File: src/rtl/fds_pipe.sv
// Flushable, clock-enabled data/valid shift pipeline of DEPTH stages with a registered valid-stage count.
// Define FDS_PIPE_TAPS_EN to expose every stage's data (TAPS) and valid flag (TAPV).
module fds_pipe #(
   parameter int WIDTH = 4,
   parameter int DEPTH = 1
) (
   input  logic                           CK,
   input  logic                           RESET,
   input  logic                           CE,
   input  logic                           FLUSH,
   input  logic [WIDTH-1:0]               D,
   input  logic                           DV,
   output logic [WIDTH-1:0]               Q,
   output logic                           QV,
`ifdef FDS_PIPE_TAPS_EN
   output logic [WIDTH*DEPTH-1:0]         TAPS,
   output logic [DEPTH-1:0]               TAPV,
`endif
   output logic [$clog2(DEPTH+1)-1:0]     FILL
);

   localparam int FW = $clog2(DEPTH+1);

   logic [DEPTH-1:0][WIDTH-1:0] data     = '0;
   logic [DEPTH-1:0]            vld_pipe = '0;
   logic [FW-1:0]               fill_q   = '0;
   logic [DEPTH-1:0]            vld_nxt;
   logic [FW-1:0]               fill_nxt;

   // FILL is the popcount of the flags the edge will load, so it tracks them with no lag
   always_comb begin
      vld_nxt = vld_pipe;
      if (CE) begin
         vld_nxt[0] = DV;
         for (int k = 1; k < DEPTH; k++) vld_nxt[k] = vld_pipe[k-1];
      end
      if (FLUSH) vld_nxt = '0;
      fill_nxt = '0;
      for (int k = 0; k < DEPTH; k++) fill_nxt = fill_nxt + FW'(vld_nxt[k]);
   end

   always_ff @(posedge CK) begin
      if (RESET) begin
         data     <= '0;
         vld_pipe <= '0;
         fill_q   <= '0;
      end else begin
         // flush only kills valids; data keeps moving with CE
         if (CE) begin
            data[0] <= D;
            for (int k = 1; k < DEPTH; k++) data[k] <= data[k-1];
         end
         vld_pipe <= vld_nxt;
         fill_q   <= fill_nxt;
      end
   end

   assign Q    = data[DEPTH-1];
   assign QV   = vld_pipe[DEPTH-1];
   assign FILL = fill_q;

`ifdef FDS_PIPE_TAPS_EN
   assign TAPS = data;
   assign TAPV = vld_pipe;
`endif

endmodule
File: config.mk
export PLATFORM = sky130hd
export DESIGN_NAME = fds_pipe
export DESIGN_NICKNAME = d
export VERILOG_FILES = /design/src/rtl/fds_pipe.sv
export SDC_FILE = /design/constraint.sdc
export NUM_CORES = 1
export LEC_CHECK = 0
export ABC_AREA = 1
export BUFFER_PORTS_ARGS = -buffer_cell sky130_fd_sc_hd__buf_2
export CAP_MARGIN = 20
export CORE_AREA = 2 2 39 41
export CTS_BUF_LIST = sky130_fd_sc_hd__clkbuf_8
export DETAILED_ROUTE_END_ITERATION = 12
export DIE_AREA = 0 0 41 43
export GPL_ROUTABILITY_DRIVEN = 0
export PLACE_DENSITY = 0.52
export SETUP_SLACK_MARGIN = 0.05
export SYNTH_ARGS = -nofsm -noshare
export SYNTH_HDL_FRONTEND = slang
export SYNTH_SLANG_ARGS = --single-unit
File: constraint.sdc
create_clock -name CK -period 0.8 [get_ports CK]
set_input_delay 0.12 -clock CK [delete_from_list [all_inputs] [get_ports CK]]
set_output_delay 0.12 -clock CK [all_outputs]
set_load 0.05 [all_outputs]
==> key figures <==
Status
  – Run status: finished with violations
  – Violations in the final reports: negative setup slack

Logic synthesis
  – Sequential area share after synthesis: 45.5%
  – Fraction of post-synthesis cell area in the top cell type by area: 45.5%
  – Cell types occupying the most area after synthesis: sky130_fd_sc_hd__dfxtp_1, sky130_fd_sc_hd__nor2_1, sky130_fd_sc_hd__nand2_1
  – Post-synthesis average cell area: 6.48 um2
  – Flip-flop and latch count after synthesis: 5
  – Instance count of the mapped netlist: 34
  – Unique cell type count in the Yosys netlist: 6
  – Number of warnings printed during yosys synthesis: 0
  – Post-synthesis cell type with the largest combined area: sky130_fd_sc_hd__dfxtp_1
  – Syn Nets: 43
  – Synth Cell Area: 220 um2

Hold path
  – WHS Path Cells: 4
  – Worst Hold Class: in -> reg
  – Launch instance of the worst min-delay path: FLUSH

Worst setup path
  – Worst setup startpoint: FILL$_SDFFE_PP0P_
  – Reg2Reg Launch Point: FILL$_SDFFE_PP0P_
  – Crit Path Category: reg -> out
  – Category of the worst setup path launch point: flip-flop
  – Worst R2R Setup Slack: 0.22 ns
  – Data required, critical path: 0.68 ns
  – Cells along the critical path: buf_8
  – Arrival time at the worst endpoint: 0.71 ns
  – Capturing element type of the critical path: primary output
  – End of the worst register-to-register path: FILL$_SDFFE_PP0P_
  – Crit path max-delay family: flip-flops
  – Slowest-stage cell, CP: sky130_fd_sc_hd__dfxtp_4
  – Buffer and inverter count on the worst path: 1
  – Critical Path End: QV
  – CP max FO: 3
  – Length in cells of the worst reg-to-reg path: 2
  – Slowest Stage Delay on Critical Path: 0.36 ns
  – Cell depth of the worst setup path: 1

Die
  – Floorplan core area: 1380 um2
  – Die Y-Extent: 43 um
  – Die outline area: 1760 um2
  – Die Width: 41 um
  – Starting density of the core: 15.9%
  – Ports placed on the boundary: 15
  – Number of standard-cell rows in the floorplan: 14

Timing
  – Fin. max-slew vios: 0
  – Slack of the critical path: -0.0349 ns
  – Final-report hold violation count: 0
  – Setup repair after global routing missed its margin: true
  – Setup violations, final: 6
  – Relative slew slack: 88.5%
  – Clock skew: 0 ns
  – Minimum period implied by the final worst setup slack: 0.835 ns
  – Worst hold-check slack: 0.129 ns
  – Final period util: 104%
  – Setup_tns: -0.108 ns
  – Achievable Freq: 1200 MHz
  – Transition time of the tightest slew-check pin: 0.173 ns

Layout
  – Fraction of layout instances using a drive strength above 1: 44.0%
  – FF/Latch Area: 109 um2
  – Final net count: 60
  – # diodes: 0
  – Layout-stage area growth over the synthesis result: 80.7%
  – Multi-input logic area: 78.8 um2
  – Number of filler cells placed in the layout: 158

Global route
  – Met3 capacity usage during global routing: 4.71%
  – Met2 track demand over resource in global routing: 8.75%
  – Remaining global-route overflow: 0
  – Number of global-route vias before repair: 187
  – Met1 track demand over resource: 6.05%
  – Maximum number of pins on one net before global-route repair: 11
  – Most used routing layer in global routing: met2
  – Wire length of the first global-routing pass: 717 um
  – Number of antenna violations at the first check in global routing: 0
  – Global router's overall resource usage: 6.81%

CTS
  – H-Tree Level Count: 1
  – Hold-fix buffer count after cts: 0
  – CTS sink cnt: 5
  – Inserted Clock Buffers: 3
  – Buffer depth of the longest clock path: 2
  – Clock transition time at the flip-flop clock pins of the worst setup and hold paths: 0.03 ns
  – Clock Latency Late Sink: 0.21 ns
  – Root Driver: sky130_fd_sc_hd__clkbuf_8
  – Clock tree from TritonCTS: yes

Pwr
  – Gate power share: 19.1%
  – Sw Ratio: 25.6%
  – Worst voltage drop across the vdd grid: 0.434 mV
  – Share of power burned in the clock network: 49.6%
  – Total leakage power: 0.222 nW
  – Pwr per Cell Area: 2260 nW/um2
  – Internal power of the cells: 0.668 mW
  – Net switching power: 0.230 mW
  – Reg power frac: 31.3%

Detailed routing
  – Count of vias placed by the detailed router: 223
  – Total detailed-routing wirelength: 448 um
  – Initial detailed-routing violation count: 2
  – DRC violations left: 0
  – Via/cell ratio: 3.38
  – Average wire per standard cell: 6.79 um
  – Detailed-routing iteration count for the pre-antenna-repair pass: 2
  – Antenna Violating Nets Remaining: 0

Placed design
  – Worst slack after detailed placement: 0.116 ns
  – PortBufs: 14

Run
  – Max-cap violations: 0
[power by group through the flow]
stage,sequential (mW),combinational [mW],clock [mW]
after global routing,0.282,0.187,0.492
final,0.281,0.171,0.445
after global placement,0.280,0.143,0
after CTS,0.280,0.169,0.466
after floorplan,0.338,0.0523,0
after detailed placement,0.281,0.144,0
[sequential cells by signal, indices dropped and copies added (netlist names)]
register  count
FILL          1
Q             4
[how the worst min path moves through the flow]
stage	end
global route	FILL$_SDFFE_PP0P_
finish	FILL$_SDFFE_PP0P_
floorplan	FILL$_SDFFE_PP0P_
detailed placement	FILL$_SDFFE_PP0P_
global placement	FILL$_SDFFE_PP0P_
CTS	FILL$_SDFFE_PP0P_
[synth_stat cells]
master,count
sky130_fd_sc_hd__buf_4,1
sky130_fd_sc_hd__buf_6,1
sky130_fd_sc_hd__dfxtp_1,5
sky130_fd_sc_hd__inv_1,6
sky130_fd_sc_hd__nand2_1,10
sky130_fd_sc_hd__nor2_1,11
[per-layer routing]
metal | wire length (um) | part of all wire [%]
met5 | 0 | 0
met4 | 0 | 0
met3 | 38 | 8.5
met2 | 211 | 47
met1 | 199 | 44
[layout make-up]
type                            instances  share of cell area (%)
Multi-Input combinational cell         21                    19.8
Clock inverter                          1                   0.943
Timing Repair Buffer                   14                    30.8
Sequential cell                         5                    27.4
Clock buffer                            3                    10.4
Tap cell                               16                    5.03
Inverter                                6                    5.66
[cells by family (layout without fill, tap and decap cells)]
| logic type | Yosys count | in the layout | share of synthesized area (%) |
|---|---|---|---|
| flip-flops | 5 | 5 | 45.5 |
| buffers and inverters | 8 | 24 | 18.8 |
| AND/OR/NAND/NOR | 21 | 21 | 35.8 |
[per-stage QoR]
step           cells  utilization (%)  total power, mW  instance area (um2)
2_1_floorplan     34                -            0.391                  226
3_3_place_gp      62             21.5            0.423                  298
3_5_place_dp      62             21.5            0.425                  298
4_1_cts           66             28.2            0.916                  390
5_1_grt           66             28.8            0.961                  398
6_report          66             28.8            0.897                  398
[what timing repair did]
action                                  CTS  global route
resized for setup                        15             2
setup buffers                             0             0
endpoints found under the setup margin    6             6
[cells in the final DEF, fill, tap and decap left out]
cell type                   n
sky130_fd_sc_hd__buf_2      8
sky130_fd_sc_hd__buf_6      2
sky130_fd_sc_hd__buf_8      4
sky130_fd_sc_hd__clkbuf_8   3
sky130_fd_sc_hd__dfxtp_2    4
sky130_fd_sc_hd__dfxtp_4    1
sky130_fd_sc_hd__inv_1      7
sky130_fd_sc_hd__nand2_1   10
sky130_fd_sc_hd__nor2_1    11
No activity file was read; power rests on OpenSTA's default activity.
